## src/rtl/multicycle_ctrl_pkg.sv

```systemverilog
// Shared encodings for the multi-cycle RV32 sequencer: states, opcodes, mux selects, fault codes.
package multicycle_ctrl_pkg;

    typedef enum logic [2:0] {
        ST_IDLE   = 3'd0,
        ST_FETCH  = 3'd1,
        ST_DECODE = 3'd2,
        ST_EXEC   = 3'd3,
        ST_MEM    = 3'd4,
        ST_WB     = 3'd5,
        ST_FAULT  = 3'd6
    } state_e;

    localparam logic [6:0] OP_RTYPE  = 7'b0110011;
    localparam logic [6:0] OP_LOAD   = 7'b0000011;
    localparam logic [6:0] OP_STORE  = 7'b0100011;
    localparam logic [6:0] OP_BRANCH = 7'b1100011;

    localparam logic [1:0] ALU_OP_ADD   = 2'b00;
    localparam logic [1:0] ALU_OP_SUB   = 2'b01;
    localparam logic [1:0] ALU_OP_FUNCT = 2'b10;

    localparam logic [1:0] ALU_SRC_A_PC    = 2'b00;
    localparam logic [1:0] ALU_SRC_A_RS1   = 2'b01;
    localparam logic [1:0] ALU_SRC_A_OLDPC = 2'b10;

    localparam logic [1:0] ALU_SRC_B_RS2  = 2'b00;
    localparam logic [1:0] ALU_SRC_B_FOUR = 2'b01;
    localparam logic [1:0] ALU_SRC_B_IMM  = 2'b10;

    localparam logic [1:0] FAULT_NONE    = 2'b00;
    localparam logic [1:0] FAULT_ILLEGAL = 2'b01;
    localparam logic [1:0] FAULT_TIMEOUT = 2'b10;

    function automatic logic is_legal(input logic [6:0] op);
        return (op == OP_RTYPE) || (op == OP_LOAD) || (op == OP_STORE) || (op == OP_BRANCH);
    endfunction

endpackage

```

## src/rtl/multicycle_ctrl_mem_watchdog.sv

```systemverilog
// Counts unacknowledged request cycles; flags expiry on the last allowed cycle without ack.
module mem_watchdog #(
    parameter int unsigned MEM_TIMEOUT = 16
) (
    input  logic clk,
    input  logic rst_n,
    input  logic clear,
    input  logic active,
    input  logic ack,
    output logic expired
);
    localparam int unsigned CW = (MEM_TIMEOUT > 1) ? $clog2(MEM_TIMEOUT) : 1;
    localparam logic [CW-1:0] LAST = CW'((MEM_TIMEOUT > 0) ? (MEM_TIMEOUT - 1) : 0);

    logic [CW-1:0] cnt_q, cnt_d;

    always_comb begin
        cnt_d = cnt_q;
        if (clear) begin
            cnt_d = '0;
        end else if (active && !ack) begin
            cnt_d = cnt_q + CW'(1);
        end
    end

    always_ff @(posedge clk or negedge rst_n) begin
        if (!rst_n) begin
            cnt_q <= '0;
        end else begin
            cnt_q <= cnt_d;
        end
    end

    // An ack on the final cycle wins over expiry; MEM_TIMEOUT of zero disables the check.
    assign expired = (MEM_TIMEOUT != 0) && active && !ack && (cnt_q == LAST);

endmodule

```

## src/rtl/multicycle_ctrl.sv

```systemverilog
// Multi-cycle FETCH/DECODE/EXEC/MEM/WB sequencer with shared memory port, watchdog and retire counter.
module multicycle_ctrl
    import multicycle_ctrl_pkg::*;
#(
    parameter int unsigned MEM_TIMEOUT = 16,
    parameter int unsigned CNT_W       = 32
) (
    input  logic             clk,
    input  logic             rst_n,
    input  logic             run,
    input  logic [6:0]       opcode,
    input  logic             alu_zero,
    input  logic             mem_ack,
    output logic             mem_req,
    output logic             mem_we,
    output logic             iord,
    output logic             ir_write,
    output logic             pc_write,
    output logic             pc_src,
    output logic [1:0]       alu_src_a,
    output logic [1:0]       alu_src_b,
    output logic [1:0]       alu_op,
    output logic             reg_write,
    output logic             mem_to_reg,
    output logic             instr_done,
    output logic [CNT_W-1:0] instr_count,
    output logic             fault,
    output logic [1:0]       fault_code,
    output logic [2:0]       state_o
);
    state_e           state_q, state_d;
    logic [CNT_W-1:0] count_q, count_d;
    logic             fault_q, fault_d;
    logic [1:0]       fault_code_q, fault_code_d;
    logic             wd_expired;

    mem_watchdog #(.MEM_TIMEOUT(MEM_TIMEOUT)) u_watchdog (
        .clk     (clk),
        .rst_n   (rst_n),
        .clear   (state_d != state_q),
        .active  (mem_req),
        .ack     (mem_ack),
        .expired (wd_expired)
    );

    // Next-state and control decode; outputs are combinational in state plus ack/zero.
    always_comb begin
        state_d      = state_q;
        fault_code_d = fault_code_q;
        mem_req      = 1'b0;
        mem_we       = 1'b0;
        iord         = 1'b0;
        ir_write     = 1'b0;
        pc_write     = 1'b0;
        pc_src       = 1'b0;
        alu_src_a    = ALU_SRC_A_PC;
        alu_src_b    = ALU_SRC_B_RS2;
        alu_op       = ALU_OP_ADD;
        reg_write    = 1'b0;
        mem_to_reg   = 1'b0;
        instr_done   = 1'b0;
        case (state_q)
            ST_IDLE: begin
                if (run) state_d = ST_FETCH;
            end
            ST_FETCH: begin
                mem_req   = 1'b1;
                alu_src_b = ALU_SRC_B_FOUR;
                if (mem_ack) begin
                    ir_write = 1'b1;
                    pc_write = 1'b1;
                    state_d  = ST_DECODE;
                end else if (wd_expired) begin
                    state_d      = ST_FAULT;
                    fault_code_d = FAULT_TIMEOUT;
                end
            end
            ST_DECODE: begin
                alu_src_a = ALU_SRC_A_OLDPC;
                alu_src_b = ALU_SRC_B_IMM;
                if (is_legal(opcode)) begin
                    state_d = ST_EXEC;
                end else begin
                    state_d      = ST_FAULT;
                    fault_code_d = FAULT_ILLEGAL;
                end
            end
            ST_EXEC: begin
                alu_src_a = ALU_SRC_A_RS1;
                case (opcode)
                    OP_RTYPE: begin
                        alu_op  = ALU_OP_FUNCT;
                        state_d = ST_WB;
                    end
                    OP_LOAD, OP_STORE: begin
                        alu_src_b = ALU_SRC_B_IMM;
                        state_d   = ST_MEM;
                    end
                    OP_BRANCH: begin
                        alu_op     = ALU_OP_SUB;
                        pc_write   = alu_zero;
                        pc_src     = 1'b1;
                        instr_done = 1'b1;
                        state_d    = ST_FETCH;
                    end
                    default: begin
                        state_d      = ST_FAULT;
                        fault_code_d = FAULT_ILLEGAL;
                    end
                endcase
            end
            ST_MEM: begin
                mem_req = 1'b1;
                iord    = 1'b1;
                mem_we  = (opcode == OP_STORE);
                if (mem_ack) begin
                    if (opcode == OP_STORE) begin
                        instr_done = 1'b1;
                        state_d    = ST_FETCH;
                    end else begin
                        state_d = ST_WB;
                    end
                end else if (wd_expired) begin
                    state_d      = ST_FAULT;
                    fault_code_d = FAULT_TIMEOUT;
                end
            end
            ST_WB: begin
                reg_write  = 1'b1;
                mem_to_reg = (opcode == OP_LOAD);
                instr_done = 1'b1;
                state_d    = ST_FETCH;
            end
            ST_FAULT: begin
                state_d = ST_FAULT;
            end
            default: begin
                state_d = ST_IDLE;
            end
        endcase
    end

    assign fault_d = fault_q | (state_d == ST_FAULT);
    assign count_d = count_q + CNT_W'(instr_done);

    always_ff @(posedge clk or negedge rst_n) begin
        if (!rst_n) begin
            state_q      <= ST_IDLE;
            count_q      <= '0;
            fault_q      <= 1'b0;
            fault_code_q <= FAULT_NONE;
        end else begin
            state_q      <= state_d;
            count_q      <= count_d;
            fault_q      <= fault_d;
            fault_code_q <= fault_code_d;
        end
    end

    assign instr_count = count_q;
    assign fault       = fault_q;
    assign fault_code  = fault_code_q;
    assign state_o     = state_q;

endmodule

```

## config.mk

```make
export PLATFORM = sky130hd
export DESIGN_NAME = multicycle_ctrl
export DESIGN_NICKNAME = d
export VERILOG_FILES = /design/src/rtl/multicycle_ctrl_pkg.sv /design/src/rtl/multicycle_ctrl_mem_watchdog.sv /design/src/rtl/multicycle_ctrl.sv
export SDC_FILE = /design/constraint.sdc
export NUM_CORES = 1
export LEC_CHECK = 0
export ABC_AREA = 0
export BUFFER_PORTS_ARGS = -buffer_cell sky130_fd_sc_hd__buf_2
export CAP_MARGIN = 10
export CORE_ASPECT_RATIO = 0.5
export CORE_MARGIN = 3
export CORE_UTILIZATION = 30
export DETAILED_ROUTE_END_ITERATION = 7
export PLACE_DENSITY_LB_ADDON = 0.2
export SLEW_MARGIN = 0
export SYNTH_ARGS = -nofsm -noshare
export SYNTH_HDL_FRONTEND = slang
export SYNTH_SLANG_ARGS = --single-unit
```

## constraint.sdc

```tcl
create_clock -name clk -period 3.39 [get_ports clk]
set_input_delay 0.339 -clock clk [delete_from_list [all_inputs] [get_ports clk]]
set_output_delay 0.339 -clock clk [all_outputs]
set_load 0.005 [all_outputs]
```

## Word level (Yosys, flattened, before mapping)

Index checks and enable logic that the tools add are counted.

| word-level totals | value |
|---|---|
| register bits after elaboration | 42 |
| logic and storage cells | 72 |

| operators by class | value |
|---|---|
| eq/ne operators | 17 |
| $add $sub $neg | 2 |
| reductions and logical operators | 13 |
| bitwise logic cells | 1 |
| muxes and demuxes | 34 |

Operators with widths:

| cell | count |
|---|---|
| $add A32 B1 Y32 | 1 |
| $pmux W3 S7 | 1 |
| $mux W3 | 6 |
| $eq A7 B6 Y1 const B | 2 |
| $eq A3 B3 Y1 const B | 4 |
| $mux W1 | 12 |
| $mux W2 | 6 |
| $pmux W2 S3 | 2 |
| $pmux W3 S3 | 1 |
| $mux W4 | 2 |
| $pmux W2 S2 | 2 |
| $eq A7 B2 Y1 const B | 1 |
| $eq A7 B7 Y1 const B | 1 |
| $eq A3 B2 Y1 const B | 2 |
| $ne A2 B2 Y1 const B | 3 |
| $reduce_and A5 Y1 | 1 |
| $add A4 B1 Y4 const B | 1 |
| $eq A4 B4 Y1 const B | 1 |
| $reduce_or A2 Y1 | 2 |
| $reduce_or A4 Y1 | 1 |
| $eq A3 B1 Y1 const B | 1 |
| $logic_not A3 Y1 | 1 |
| $logic_or A1 B1 Y1 | 3 |
| $ne A3 B3 Y1 | 1 |
| 8 further kinds | 9 |

## Logic depth before layout (Yosys ltp)

| depth | value |
|---|---|
| depth in word-level cells | 10 |
| depth in mapped cells | 14 |
| gate-level depth less buffers | 11 |

## Cells and area by module

Synthesis repeated with hierarchy kept, for this count alone.

| unflattened totals | value |
|---|---|
| cells, all modules | 213 |
| area total of the unflattened synthesis | 2210.9 um^2 |

Modules (own cells, without submodules):

| module | cells an instance | times used | area each (um^2) |
|---|---|---|---|
| multicycle_ctrl | 195 | 1 | 2000.7 |
| mem_watchdog | 18 | 1 | 210.2 |

## Worst setup path before layout

No wires, ideal clock.

| path | value |
|---|---|
| path kind | reg-to-reg |
| start point | register state_q[0], in the netlist state_o[0] |
| end point | register count_q[27], in the netlist instr_count[27] |
| path buffers | 4 |
| path slack | 0.681 ns |
| cell stages (with the launch flop) | 15 |
| data arrival time | 2.585 ns |
| data required time | 3.266 ns |
| cells stage by stage | dfrtp_1 buf_6 clkbuf_1 and2_1 and3_1 a21oi_1 nand2_1 ha_1 and3_1 and3_1 clkbuf_1 and3_1 buf_4 and3_1 xor2_1 |

| between the ends | value |
|---|---|
| cells in the longest elaborated chain, start to end | 3 |
| elaborated cells on any way between the ends | 5 |
| those cells by class | add/sub: 1; eq/ne: 3; mux: 1 |

Ends and longest elaborated chain:

| item | line | text |
|---|---|---|
| from (decl) | multicycle_ctrl.sv:31 | `state_e state_q, state_d;` |
| from (signal assigned) | multicycle_ctrl.sv:153 | `state_q <= state_d;` |
| $eq A3 B3 Y1 or $eq A3 B2 Y1 (tied branches) | multicycle_ctrl.sv:62 | `case (state_q)` |
| $pmux W1 S3 * | multicycle_ctrl.sv:62 |  |
| named net instr_done | multicycle_ctrl.sv:25 | `output logic instr_done,` |
| $add A32 B1 Y32 * | multicycle_ctrl.sv:144 | `assign count_d = count_q + CNT_W'(instr_done);` |
| named net count_d[27] | multicycle_ctrl.sv:32 | `logic [CNT_W-1:0] count_q, count_d;` |
| to (signal assigned) | multicycle_ctrl.sv:154 | `count_q <= count_d;` |
| to (decl) | multicycle_ctrl.sv:32 |  |

Mark *: on every way through the listed nets, which the timed path passes. The rest lies on a longest branch.
A chain may end at the register's enable or synchronous reset.

## Worst setup path after layout

| path | value |
|---|---|
| start point | register state_q[2], in the netlist state_o[2] |
| end point | register count_q[27], in the netlist instr_count[27] |

| between the ends | value |
|---|---|
| cells in the longest elaborated chain, start to end | 3 |
| elaborated cells on any way between the ends | 5 |
| those cells by class | add/sub: 1; eq/ne: 3; mux: 1 |

Ends and longest elaborated chain:

| item | line |
|---|---|
| $eq A3 B3 Y1 or $eq A3 B2 Y1 (tied branches) | multicycle_ctrl.sv:62 |
| $pmux W1 S3 * | multicycle_ctrl.sv:62 |
| $add A32 B1 Y32 * | multicycle_ctrl.sv:144 |
| named net count_d[27] | multicycle_ctrl.sv:32 |

Marks and branches as above.

==> summary by stage <==
Clock tree
The CTS buffer count is 5. The clock reaches the later pin of the worst-skew pair after 0.27 ns. The number of buffers added to fix hold violations after cts is 0. The maximum clock insertion buffer count is 2. The tree is rooted in a sky130_fd_sc_hd__clkbuf_16. Clock-pin slew was measured on the worst setup and hold paths at 0.06 ns. The number of buffers inserted to repair setup after CTS is 0. The number of instances resized during post-cts repair is 0. The H-tree was split into 2 levels. TritonCTS built the clock tree. The number of clock sinks is 42.

Timing
The number of failing setup endpoints in the final timing report is 0. The worst hold slack is 0.201 ns. The maximum achievable frequency is 0.359 GHz. For the pin with the worst max-slew slack, the measured transition is 0.925 ns.

The worst clock skew on the final layout is 0.00156 ns. Setup repair after global routing left no endpoint under its margin. The total negative setup slack is 0 ns. The headroom to the max-slew limit is 38.4%. The max-slew violation count is 0.

The final count of hold timing violations is 0. The worst path in the final design needs a cycle of 2.78 ns, including I/O delays and setup. The part of the cycle the worst path needs is 82.1%.

Detailed routing
The wire length per cell after detailed routing is 13.5 um. The number of iterations in the first detailed-routing pass is 4. After detailed routing, the number of remaining DRC violations is 0.

The via count of the routed design is 1,790. Using the TritonRoute via totals, the vias-per-cell ratio works out to 4.84. The remaining antenna violation count after routing is 0. Summed over all layers, the routed wires come to 4990 um. The initial DRC count is 62.

Cells and area
In the final layout, the share of cells above drive strength 1 is 29.1%. 0 antenna diodes ended up in the layout. The number of nets in the layout is 293. After the flow finishes, the layout carries non-filler instances totaling 370. The signed area change from the synthesized netlist to the final layout is 24.6%. The register area is 1050 um^2.

After filler insertion, the fill cell instance count of the layout stands at 735. The area of combinational cells with multiple inputs is 1090 um^2.

Setup path
Of all nets on the critical path, the largest fanout is 11. Tracing the worst setup path back leads to its startpoint at state_o[2]$_DFF_PN0_. Following the worst setup path forward leads to its endpoint at instr_count[27]$_DFF_PN0_. For the worst setup path, the data required time is 3.59 ns.

The register-to-register setup slack is 0.61 ns. The kind of start point of the critical path is a register. The class of the most critical setup path is reg -> reg.

STA classifies the critical path endpoint as a register. The reg-to-reg startpoint is state_o[2]$_DFF_PN0_. The endpoint of the worst-slack reg-to-reg timing path is instr_count[27]$_DFF_PN0_. The arrival time of the worst setup path is 2.98 ns. The worst register-to-register path has a depth of 11.

Synth
The synthesized netlist contains 45 unique library cells. The post-synthesis net count is 231. Counting flops and latches in the post-synthesis netlist gives 42. The synthesized netlist occupies a cell area of 2220 um^2.

The total of warnings raised by yosys is 0. The mean instance size in the synthesized netlist is 10.3 um^2. The sequential cell area fraction in the yosys report is 47.3%. Among all flip-flop cells after synthesis, the most frequent one is sky130_fd_sc_hd__dfrtp_1. The leading cell type by number of instances after synthesis is sky130_fd_sc_hd__dfrtp_1. The fraction of registers with async set or reset after synthesis is 100%.

In the post-synthesis netlist, the biggest area contributors are sky130_fd_sc_hd__dfrtp_1 47%, sky130_fd_sc_hd__xnor2_1 9.8%, sky130_fd_sc_hd__and3_1 3.7%. Summed over all instances, the cell type with the most area after synthesis is sky130_fd_sc_hd__dfrtp_1. The synthesized netlist cell count is 216. The number of enable flip-flop cells after synthesis is 0.

The top cell type by area accounts for 47.3% of the synthesized area. In the synthesized netlist, the cells that appear most often are 42 x sky130_fd_sc_hd__dfrtp_1, 25 x sky130_fd_sc_hd__xnor2_1, 17 x sky130_fd_sc_hd__nand2_1, 14 x sky130_fd_sc_hd__nand3_1, 13 x sky130_fd_sc_hd__and3_1.

Worst hold path
The worst hold path belongs to the class in -> async.

Global routing
Global routing used 12.1% of the available tracks. The via count of the first global-routing pass came to 1,705. Summed over all layers, the global routing overflow is 0. Entering global routing, the biggest net connects 43 pins. The first global-routing pass estimated 8380 um of wire. The initial antenna violation count is 0.

Placed design
The final HPWL from detailed placement is 3740 um. The number of placed instances, taps included, is 363. During placement, the flow inserted port buffers numbering 64. Routability-driven placement finished with a final weighted congestion of 0.817.

Pwr
IR analysis of the VDD net gives a maximum drop of 0.192 mV. The design draws 0.00168 W. The leakage power summed over all cells is 1.45 nW.

The ratio of total power to cell area is 605 nW/um^2.

Floorplan
The initial utilization of the core area, before any placement, comes to 32.1%. The die is 128 um wide. The area of the core region is 6940 um^2. The total number of placement rows is 21. During I/O placement, the number of pins put on the boundary was 65. The die area is 8540 um^2.

The chip height is 66.9 um.

Run
The max-capacitance violation count is 0.

Run status
The run finished with clean final reports.
[metrics by stage]
stage                     worst slack [ns]  instance area, um^2  utilization, %
final                                0.608                 2770            40.0
after global placement               0.476                 2600            37.5
after CTS                            0.566                 2770            40.0
after floorplan                      0.681                 2220               -
after detailed placement             0.364                 2600            37.5
after global routing                 0.328                 2770            40.0
[placed cells by master, fill, tap and decap left out, types with 2 or more instances in the layout]
master                      instances
sky130_fd_sc_hd__inv_1              4
sky130_fd_sc_hd__ha_1               3
sky130_fd_sc_hd__a211oi_1           5
sky130_fd_sc_hd__nand2_1           17
sky130_fd_sc_hd__xor2_1             9
sky130_fd_sc_hd__or3_1              3
sky130_fd_sc_hd__and2_1             3
sky130_fd_sc_hd__buf_4              2
sky130_fd_sc_hd__dfrtp_1           42
sky130_fd_sc_hd__nand2b_4           2
sky130_fd_sc_hd__nand2b_1           2
sky130_fd_sc_hd__xnor2_1           25
sky130_fd_sc_hd__clkbuf_16          5
sky130_fd_sc_hd__nor3_1             4
sky130_fd_sc_hd__o32ai_1            2
sky130_fd_sc_hd__and3_1            13
sky130_fd_sc_hd__and4_1             3
sky130_fd_sc_hd__nor2b_1            4
sky130_fd_sc_hd__nor2_1            12
sky130_fd_sc_hd__nand3_1           14
sky130_fd_sc_hd__a21oi_1            6
sky130_fd_sc_hd__buf_2             64
sky130_fd_sc_hd__a21o_1             4
sky130_fd_sc_hd__nand4_1            7
[worst max-delay path, stage by stage (launching register included)]
cell and delay (ns):
sky130_fd_sc_hd__dfrtp_1 0.53, sky130_fd_sc_hd__nor2b_1 0.26, sky130_fd_sc_hd__and2_1 0.17, sky130_fd_sc_hd__and3_1 0.21
sky130_fd_sc_hd__a21oi_1 0.05, sky130_fd_sc_hd__nand2_1 0.11, sky130_fd_sc_hd__ha_1 0.17, sky130_fd_sc_hd__and3_1 0.21
sky130_fd_sc_hd__and3_1 0.34, sky130_fd_sc_hd__and3_1 0.32, sky130_fd_sc_hd__and3_1 0.20, sky130_fd_sc_hd__xor2_1 0.14
[worst min path at each step]
| stage | end | slack [ns] |
|---|---|---|
| floorplan | fault$_DFF_PN0_ | 0.04 |
| global placement | instr_count[31]$_DFF_PN0_ | 0.46 |
| detailed placement | instr_count[31]$_DFF_PN0_ | 0.46 |
| CTS | instr_count[15]$_DFF_PN0_ | 0.24 |
| global route | instr_count[15]$_DFF_PN0_ | 0.29 |
| finish | instr_count[15]$_DFF_PN0_ | 0.20 |
[logic make-up after synthesis]
logic type               count (synthesis)  synth area share, %
AND/OR/NAND/NOR                         93                 24.3
multiplexers                             1                0.450
XOR/XNOR                                34                 13.4
buffers and inverters                   15                 3.88
adder cells (fa/ha/maj)                  3                 1.69
AO/OA/AOI/OAI                           28                 9.00
flip-flops                              42                 47.3
[layout make-up]
| class | instances | area share (%) |
|---|---|---|
| Inverter | 4 | 0.542 |
| Tap cell | 92 | 4.15 |
| Sequential cell | 42 | 37.9 |
| Clock buffer | 6 | 5.01 |
| Multi-Input combinational cell | 159 | 39.2 |
| Timing Repair Buffer | 66 | 12.1 |
| Clock inverter | 1 | 1.08 |
[per-layer routing]
metal  global-route usage [%]  part of all wire, %  wire length [um]  up-vias
li1                         -                    -                 -      887
met1                     16.9                   50              2510      853
met2                     18.9                   44              2170       48
met3                     3.28                  5.9               295        2
met4                     2.38                 0.30                15        0
met5                        0                    0                 0        -
[state kept, by name, summed over array words and instances (netlist names)]
name              cells
fault                 1
fault_code            2
state_o               3
instr_count          32
u_watchdog.cnt_q      4
[power breakdown]
part	total (W)	leakage, nW	switching, W	internal (W)
registers	0.000650	0.565	0.0000896	0.000560
clock network	0.000538	0.0829	0.000175	0.000363
logic	0.000488	0.806	0.000255	0.000233
Power figures use the tool's default switching activity.
